### src/rtl/sound_mix_pkg.sv
// Shared constants, state encoding and helpers for the sample mix sequencer.
package sound_mix_pkg;

  localparam int NCH        = 8;
  localparam int CH_BEEP    = 0;
  localparam int CH_AYA     = 1;
  localparam int CH_AYB     = 2;
  localparam int CH_AYC     = 3;
  localparam int CH_RSA     = 4;
  localparam int CH_RSB     = 5;
  localparam int CH_RSC     = 6;
  localparam int CH_COVOX   = 7;

  localparam int GAIN_W     = 5;
  localparam int UNITY_GAIN = 16;
  localparam int BEEP_SCALE = 51;
  localparam int LEVEL_W    = 8;
  localparam int ACC_W      = 15;

  typedef enum logic [1:0] {
    ST_IDLE  = 2'd0,
    ST_LATCH = 2'd1,
    ST_ACC   = 2'd2,
    ST_OUT   = 2'd3
  } state_e;

  // Beeper level: p0+p1+p2+2*p3 (0..5) scaled by 51 so the full range is 0..255.
  function automatic logic [LEVEL_W-1:0] beep_level(input logic [3:0] p);
    logic [LEVEL_W-1:0] s;
    s = LEVEL_W'(p[0]) + LEVEL_W'(p[1]) + LEVEL_W'(p[2]) + {{(LEVEL_W-2){1'b0}}, p[3], 1'b0};
    return LEVEL_W'(s * LEVEL_W'(BEEP_SCALE));
  endfunction

endpackage

### src/rtl/sound_mix_mac.sv
// Level x gain multiplier feeding a 15-bit accumulator; cleared and stepped by the sequencer.
module sound_mix_mac #(
  parameter int GAIN_W = 5
) (
  input  logic                                   clk_i,
  input  logic                                   rst_ni,
  input  logic                                   clr_i,
  input  logic                                   en_i,
  input  logic [sound_mix_pkg::LEVEL_W-1:0]      level_i,
  input  logic [GAIN_W-1:0]                      gain_i,
  output logic [sound_mix_pkg::ACC_W-1:0]        acc_next_o
);
  import sound_mix_pkg::*;

  localparam int PROD_W = LEVEL_W + GAIN_W;

  logic [PROD_W-1:0] prod;
  logic [ACC_W-1:0]  acc_q, acc_d;

  // Product and next accumulator value; the worst case 8*255*16 fits without wrap.
  always_comb begin
    prod = PROD_W'(level_i) * PROD_W'(gain_i);
    acc_d = acc_q;
    if (clr_i) begin
      acc_d = '0;
    end else if (en_i) begin
      acc_d = acc_q + ACC_W'(prod);
    end
  end

  assign acc_next_o = acc_d;

  // Accumulator register.
  always_ff @(posedge clk_i or negedge rst_ni) begin
    if (!rst_ni) begin
      acc_q <= '0;
    end else begin
      acc_q <= acc_d;
    end
  end

endmodule

### src/rtl/sound_mix_sequencer.sv
// Time-shared audio mixer: snapshots eight sources per sample strobe and
// accumulates level*gain one channel per clock through a single MAC.
module sound_mix_sequencer #(
  parameter int GAIN_W       = sound_mix_pkg::GAIN_W,
  parameter int DEFAULT_GAIN = 16
) (
  input  logic              clk24,
  input  logic              reset_n,
  input  logic              sample_ce,
  input  logic [3:0]        pulses,
  input  logic [7:0]        ay_soundA,
  input  logic [7:0]        ay_soundB,
  input  logic [7:0]        ay_soundC,
  input  logic [7:0]        rs_soundA,
  input  logic [7:0]        rs_soundB,
  input  logic [7:0]        rs_soundC,
  input  logic [7:0]        covox,
  input  logic              cfg_we,
  input  logic [2:0]        cfg_addr,
  input  logic [GAIN_W-1:0] cfg_data,
  input  logic              ovr_clr,
  output logic [15:0]       mixed,
  output logic              mixed_valid,
  output logic              busy,
  output logic              overrun
);
  import sound_mix_pkg::*;

  function automatic logic [GAIN_W-1:0] clamp_gain(input logic [GAIN_W-1:0] g);
    if (int'(g) > UNITY_GAIN) return GAIN_W'(UNITY_GAIN);
    return g;
  endfunction

  state_e              state_q, state_d;
  logic [2:0]          ch_q, ch_d;
  logic [LEVEL_W-1:0]  lvl_q    [NCH];
  logic [LEVEL_W-1:0]  lvl_snap [NCH];
  logic [GAIN_W-1:0]   gain_q   [NCH];
  logic [GAIN_W-1:0]   shadow_q [NCH];
  logic [GAIN_W-1:0]   gain_wr_d;
  logic [15:0]         mixed_q, mixed_d;
  logic                valid_q, valid_d;
  logic                overrun_q, overrun_d;
  logic                latch_en, mac_clr, mac_en, load_out, ovr_evt;
  logic [ACC_W-1:0]    acc_next;

  // State register.
  always_ff @(posedge clk24 or negedge reset_n) begin
    if (!reset_n) begin
      state_q <= ST_IDLE;
      ch_q    <= '0;
    end else begin
      state_q <= state_d;
      ch_q    <= ch_d;
    end
  end

  // Sequencer next state and datapath controls: IDLE -> LATCH -> ACC x8 -> OUT.
  always_comb begin
    state_d  = state_q;
    ch_d     = ch_q;
    latch_en = 1'b0;
    mac_clr  = 1'b0;
    mac_en   = 1'b0;
    load_out = 1'b0;
    case (state_q)
      ST_IDLE: begin
        if (sample_ce) state_d = ST_LATCH;
      end
      ST_LATCH: begin
        latch_en = 1'b1;
        mac_clr  = 1'b1;
        ch_d     = '0;
        state_d  = ST_ACC;
      end
      ST_ACC: begin
        mac_en = 1'b1;
        ch_d   = ch_q + 3'd1;
        if (ch_q == 3'(NCH - 1)) begin
          // Final sum is captured on this edge so it is visible during OUT.
          load_out = 1'b1;
          state_d  = ST_OUT;
        end
      end
      ST_OUT: begin
        state_d = ST_IDLE;
      end
      default: state_d = ST_IDLE;
    endcase
  end

  // Channel map of the live source levels.
  always_comb begin
    lvl_snap[CH_BEEP]  = beep_level(pulses);
    lvl_snap[CH_AYA]   = ay_soundA;
    lvl_snap[CH_AYB]   = ay_soundB;
    lvl_snap[CH_AYC]   = ay_soundC;
    lvl_snap[CH_RSA]   = rs_soundA;
    lvl_snap[CH_RSB]   = rs_soundB;
    lvl_snap[CH_RSC]   = rs_soundC;
    lvl_snap[CH_COVOX] = covox;
  end

  // Level snapshot, taken only in LATCH so source changes mid-sum are ignored.
  always_ff @(posedge clk24 or negedge reset_n) begin
    if (!reset_n) begin
      for (int i = 0; i < NCH; i++) lvl_q[i] <= '0;
    end else if (latch_en) begin
      for (int i = 0; i < NCH; i++) lvl_q[i] <= lvl_snap[i];
    end
  end

  assign gain_wr_d = clamp_gain(cfg_data);

  // CPU gain registers (written any time) and shadow copies (refreshed in LATCH).
  always_ff @(posedge clk24 or negedge reset_n) begin
    if (!reset_n) begin
      for (int i = 0; i < NCH; i++) begin
        gain_q[i]   <= clamp_gain(GAIN_W'(DEFAULT_GAIN));
        shadow_q[i] <= clamp_gain(GAIN_W'(DEFAULT_GAIN));
      end
    end else begin
      if (latch_en) begin
        for (int i = 0; i < NCH; i++) shadow_q[i] <= gain_q[i];
      end
      if (cfg_we) gain_q[cfg_addr] <= gain_wr_d;
    end
  end

  sound_mix_mac #(
    .GAIN_W (GAIN_W)
  ) u_mac (
    .clk_i      (clk24),
    .rst_ni     (reset_n),
    .clr_i      (mac_clr),
    .en_i       (mac_en),
    .level_i    (lvl_q[ch_q]),
    .gain_i     (shadow_q[ch_q]),
    .acc_next_o (acc_next)
  );

  // Output and overrun next values; a new overrun event beats a clear.
  always_comb begin
    ovr_evt   = sample_ce && (state_q != ST_IDLE);
    mixed_d   = load_out ? {acc_next[ACC_W-1:0], 1'b0} : mixed_q;
    valid_d   = load_out;
    overrun_d = overrun_q;
    if (ovr_evt)      overrun_d = 1'b1;
    else if (ovr_clr) overrun_d = 1'b0;
  end

  // Held mix sample, valid pulse and sticky overrun flag.
  always_ff @(posedge clk24 or negedge reset_n) begin
    if (!reset_n) begin
      mixed_q   <= '0;
      valid_q   <= 1'b0;
      overrun_q <= 1'b0;
    end else begin
      mixed_q   <= mixed_d;
      valid_q   <= valid_d;
      overrun_q <= overrun_d;
    end
  end

  assign mixed       = mixed_q;
  assign mixed_valid = valid_q;
  assign overrun     = overrun_q;
  assign busy        = (state_q != ST_IDLE);

endmodule

### config.mk
export PLATFORM = sky130hd
export DESIGN_NAME = sound_mix_sequencer
export DESIGN_NICKNAME = d
export VERILOG_FILES = /design/src/rtl/sound_mix_pkg.sv /design/src/rtl/sound_mix_mac.sv /design/src/rtl/sound_mix_sequencer.sv
export SDC_FILE = /design/constraint.sdc
export NUM_CORES = 1
export LEC_CHECK = 0
export CAP_MARGIN = 30
export CELL_PAD_IN_SITES_DETAIL_PLACEMENT = 2
export CELL_PAD_IN_SITES_GLOBAL_PLACEMENT = 2
export CORE_AREA = 2 2 158 160
export CTS_BUF_LIST = sky130_fd_sc_hd__clkbuf_8
export DETAILED_ROUTE_END_ITERATION = 12
export DIE_AREA = 0 0 160 162
export PLACE_DENSITY = 0.78
export SLEW_MARGIN = 20
export SYNTH_ARGS = -nofsm -noshare
export SYNTH_HDL_FRONTEND = slang
export SYNTH_SLANG_ARGS = --single-unit
### constraint.sdc
create_clock -name clk24 -period 6.2 [get_ports clk24]
set_clock_uncertainty 0.1 [all_clocks]
set_input_delay 0.62 -clock clk24 [delete_from_list [all_inputs] [get_ports clk24]]
set_output_delay 0.62 -clock clk24 [all_outputs]
set_load 0.05 [all_outputs]
* After elaboration in Yosys (flattened, before gate mapping)
Cells that the tools add are included.
** Word-level totals
- Flip-flop bits (word level) :: 181
- Output and inout port bits :: 19
- Logic and storage cells :: 80
- Bits of input ports :: 73
** Cells by class
- Multiply operators :: 2
- Reductions and logical operators :: 7
- Add/subtract/negate cells :: 5
- Multiplexer cells :: 24
- Bitwise operators :: 2
- Equality and inequality tests :: 6
- Magnitude comparators :: 4
** Operators with widths (number)
- 40-bit bitwise mux :: 1
- 15-bit two-way mux :: 2
- 5-bit two-way mux :: 5
- 8-bit binary-select mux with 3-bit select :: 1
- 8-bit two-way mux :: 2
- 15-bit by 13-bit adder with 15-bit output :: 1
- 5-bit binary-select mux with 3-bit select :: 1
- 5-bit demux with 3-bit select :: 1
- 8-bit by 5-bit multiplier with 13-bit output :: 1
- 4-bit greater-or-equal comparator, second input constant :: 2
- 4-bit by 6-bit multiplier with 8-bit output, second input constant :: 1
- 3-bit inverter with 4-bit output :: 2
- 2-bit one-hot mux with 4 select lines :: 1
- 1-bit two-way mux :: 7
- 3-bit one-hot mux with 2 select lines :: 1
- 2-bit nonzero test :: 3
- 5-bit greater-than comparator, second input constant :: 1
- 3-bit by 2-bit adder with 4-bit output :: 1
- 2-bit == test, second input constant :: 2
- 4-bit by 1-bit < comparator with 1-bit output, second input constant :: 1
- 2-bit two-way mux :: 2
- 2-bit inequality test, second input constant :: 2
- 2-bit by 1-bit adder with 3-bit output :: 1
- 3-bit by 1-bit adder with 3-bit output, second input constant :: 1
- other kinds (6) :: 7

* Depth between registers and ports, before layout
- Depth in word-level cells :: 8
- Depth in mapped cells :: 18

* By module
A second synthesis with hierarchy kept.
** Unflattened totals
- Cell total of the unflattened synthesis :: 770
- Area total of the unflattened synthesis :: 9510.4 sq um
** Modules (own cells, without submodules)
- sound_mix_sequencer :: area each 7238.2 sq um, times used 1, sequential area each 4149.0 sq um, cells each 520
- sound_mix_mac :: area each 2272.2 sq um, times used 1, sequential area each 375.4 sq um, cells each 250

* Worst setup path after synthesis
No wires, ideal clock.
- Path kind :: reg2reg
- Start :: register ch_q[0]
- End :: register mixed_q[12] (netlist: mixed[12])
- Arrival time :: 4751 ps
- Setup time :: 122 ps
- Cell stages (with the launch flop) :: 17
- Clock period less this slack :: 4973 ps
- Required time :: 5978 ps
- Slack :: 1227 ps
- Cells stage by stage :: dfrtp_1 buf_6 buf_4 mux4_2 mux2i_1 nor2_1 fa_1 fa_1 inv_1 fa_1 inv_1 ha_1 and2_4 a221oi_2 a211oi_2 or3_1 a32o_1
** On the way
- Longest elaborated chain between the ends :: 8
- Elaborated cells between the ends (all ways) :: 14
** RTL lines
- start: declaration :: RTL line sound_mix_sequencer.sv:35 : logic [2:0] ch_q, ch_d;
- start signal: assignment :: RTL line sound_mix_sequencer.sv:54 : ch_q <= ch_d;
- 3-bit inverter with 4-bit output (implied by the code) :: RTL line sound_mix_sequencer.sv:137, sound_mix_sequencer.sv:138
- 8-bit binary-select mux with 3-bit select or 5-bit binary-select mux with 3-bit select (tied branches) :: RTL line sound_mix_sequencer.sv:137, sound_mix_sequencer.sv:138
- 8-bit two-way mux (implied by the code) or 5-bit two-way mux (tied branches) (2 in a row) :: RTL line sound_mix_sequencer.sv:137, sound_mix_sequencer.sv:138
- 8-bit by 5-bit multiplier with 13-bit output :: RTL line sound_mix_mac.sv:22 : prod = PROD_W'(level_i) * PROD_W'(gain_i);
- 15-bit by 13-bit adder with 15-bit output :: RTL line sound_mix_mac.sv:27 : acc_d = acc_q + ACC_W'(prod);
- 15-bit two-way mux :: RTL line sound_mix_mac.sv:26 : end else if (en_i) begin
- 15-bit two-way mux :: RTL line sound_mix_mac.sv:24 : if (clr_i) begin
- end signal: assignment :: RTL line sound_mix_sequencer.sv:159 : mixed_q <= mixed_d;
- end: declaration :: RTL line sound_mix_sequencer.sv:41 : logic [15:0] mixed_q, mixed_d;
Parallel ways exist; a longest one is shown, timed or not. The select of a mux whose other input is x is not followed.
A chain may end at the register's enable or synchronous reset.

* Worst setup path in the final report
Same ends and word-level chain as after synthesis.

==> metrics.cfg <==
[timing]
tns_ps=0
worst_pin_slew_ps=765
timing.slew.headroom_pct=48.9
drv_slew=0
fin_crit_ps=5410
setup_viol=0
grt_setup_unrepaired=false
hold_viol_final=0
max_freq_ghz=0.185
fin_crit_sh_pct=87.3

[synth]
synth_edf_count=0
synth_top_area_cell=dfrtp_1
synth.avg_cell_area_um2=12.3
synth_area_um2=9600
yosysMostFrequentCell=dfrtp_1
synth_ff_type=dfrtp_1
postSynth.asyncResetShare_pct=100
yosysSeqAreaShare_pct=46.6
yosys_register_bits=178
synth.top_cell.area_share_pct=42.2
syn_nets=921
synth_cell_types=70
syn_inst=781
yosysWarnings=0
netlist_top_cells_count=dfrtp_1 (162), mux2_2 (108), inv_1 (60), nor2_1 (57), nand2_1 (56)
ys_top_cells_by_area=dfrtp_1 (42%), mux2_2 (13%), fa_1 (6.7%)

[routing]
vias=6395
vias_per_cell=5.31
routed-wl-met3_um=589
wl_met1_um=11000
drc=0
drtIter0Drc=242
met2_length_um=14400
ant_nets=0
wl_um=26200
wire_per_inst_um=21.7
dr.max_layer_used=met4
dr.pass1.iters=4

[worst_setup_path]
end_kind=flip-flop
r2r-end=mixed[12]
path_depth=14
reg2reg_slack_ps=790
critPathLaunch=ch_q[0]
crit_arrival_ps=5700
crit_top_cell=fa_1
critPathKind=flip-flop to flip-flop
crit_fanout=28
rr_startpoint=ch_q[0]
cp_top_family=adder cells
max_stage_delay_ps=620
start_kind=flip-flop
slowest_stage=o21ai_0
rr_worst_depth=14
cp.required_ps=6490
path_cells=buf_12, mux4_2, mux2i_1, nor2_1, fa_1, fa_1, inv_1, fa_1, inv_1, ha_1, nand2_1, o21ai_0, o21ai_0, a32o_1
path_buf_inv=3

[clock_tree]
clockRootBuffer=clkbuf_8
clk_pin_slew_worst_paths_ps=110
ctsLongestPathBuffers=2
clock_latency_ps=490
cts_tree=done
numClockSinks=178
ctsHtreeMaxLevel=4
cts_setup_buffers=0
ctsHoldBuffers=0
cts_buffers=17
cts_resized=0

[placed_design]
dp_cells=1168
io_buffers=90
dpl.hpwl_um=18700
routabilityCongestion=0.799

[floorplanning]
num_rows=57
fp.dieH_um=162
io_pins=92
initial_core_util_pct=39.8
dieWidth_um=160
die_area_um2=25900
core_area_um2=24100

[outcome]
status=finished clean

[worst_hold_path]
whs_path_depth=2
hp-class=flip-flop to flip-flop
hold_start=gain_q[20]
holdPathEnd=gain_q[20]

[global_routing]
grt_pass1_vias=7553
grt_max_degree=103
antenna_found_initial=0
grt_usage_pct=21.0
overflow=0
grt_pass1_wl_um=42000

[cells_and_area]
syn_to_final_growth_pct=17.8
drive_gt1_share_pct=23.2
fin_cells=1204
num_antenna_cells=0
fin_nets=1007

[run]
cap_violations=0

## final cells by class
class	count	area (µm²)
Fill cell	2440	12800
Multi-Input combinational cell	507	4730
Sequential cell	178	4470
Timing Repair Buffer	102	1070
Tap cell	324	405
Clock buffer	17	234
Inverter	61	229
Clock inverter	15	166
## layout by cell type (no fill, tap or decap), types with 4 or more instances in the layout
cell / Yosys / layout
dfrtp_1: 162 / 162
mux2_2: 108 / 108
clkdlybuf4s50_1: 0 / 89
inv_1: 60 / 60
nor2_1: 57 / 57
nand2_1: 56 / 56
o21ai_0: 45 / 45
ha_1: 35 / 34
fa_1: 32 / 32
mux4_2: 17 / 17
mux2i_1: 17 / 17
clkbuf_8: 0 / 17
a21oi_1: 16 / 16
dfstp_2: 16 / 16
nand3_1: 15 / 15
nand2b_1: 10 / 10
mux4_1: 9 / 9
buf_4: 2 / 7
nor2b_1: 6 / 6
or2_1: 5 / 5
nand4_1: 5 / 5
o21a_1: 5 / 5
or3_1: 4 / 4
inv_8: 0 / 4
clkinv_8: 0 / 4
## worst max path at each step
stage	end	slack, ps
floorplan	mixed[12]	1230
global placement	mixed[12]	920
detailed placement	mixed[12]	760
CTS	mixed[12]	760
global route	mixed[12]	400
finish	mixed[12]	790
## worst register-to-register path, cell delays in order (launching register included)
cell     delay, ps
dfrtp_1        390
buf_12         230
mux4_2         600
mux2i_1        470
nor2_1         190
fa_1           540
fa_1           510
inv_1           60
fa_1           520
inv_1           40
ha_1           440
nand2_1        140
o21ai_0        620
o21ai_0        210
a32o_1         260
## per-stage QoR
step | instance area [µm²] | util (%) | setup slack (ps) | hold slack, ps
floorplan | 9600 | - | 1230 | 224
global placement | 10800 | 44.9 | 921 | 356
global route | 11300 | 46.9 | 404 | 425
CTS | 11200 | 46.5 | 756 | 163
detailed placement | 10800 | 44.9 | 756 | 375
finish | 11300 | 46.9 | 788 | 393
## per-layer routing
layer	vias to the layer above	global-route usage [%]
li1	2890	-
met5	-	0
met2	77	39.3
met4	0	4.34
met1	3410	25.3
met3	18	3.78
## registers in the layout, indices dropped and copies added, names as in the netlist
| name | count |
|---|---|
| lvl_q | 61 |
| gain_q | 40 |
| shadow_q | 40 |
| mixed | 15 |
| u_mac.acc_q | 15 |
| ch_q | 3 |
| state_q | 2 |
| mixed_valid | 1 |
| overrun | 1 |
## cells by family after synthesis
logic type | Yosys count | synth area share [%]
compound gates | 100 | 7.02
xor+xnor | 4 | 0.365
fa+ha+maj | 67 | 11.2
buf+inv | 96 | 4.21
flops | 178 | 46.6
mux | 154 | 21.5
other cells | 1 | 0.0391
simple gates | 181 | 9.02
Power is not shown: default switching activity piles up to over one toggle a cycle in this logic, so the estimate is an artifact.
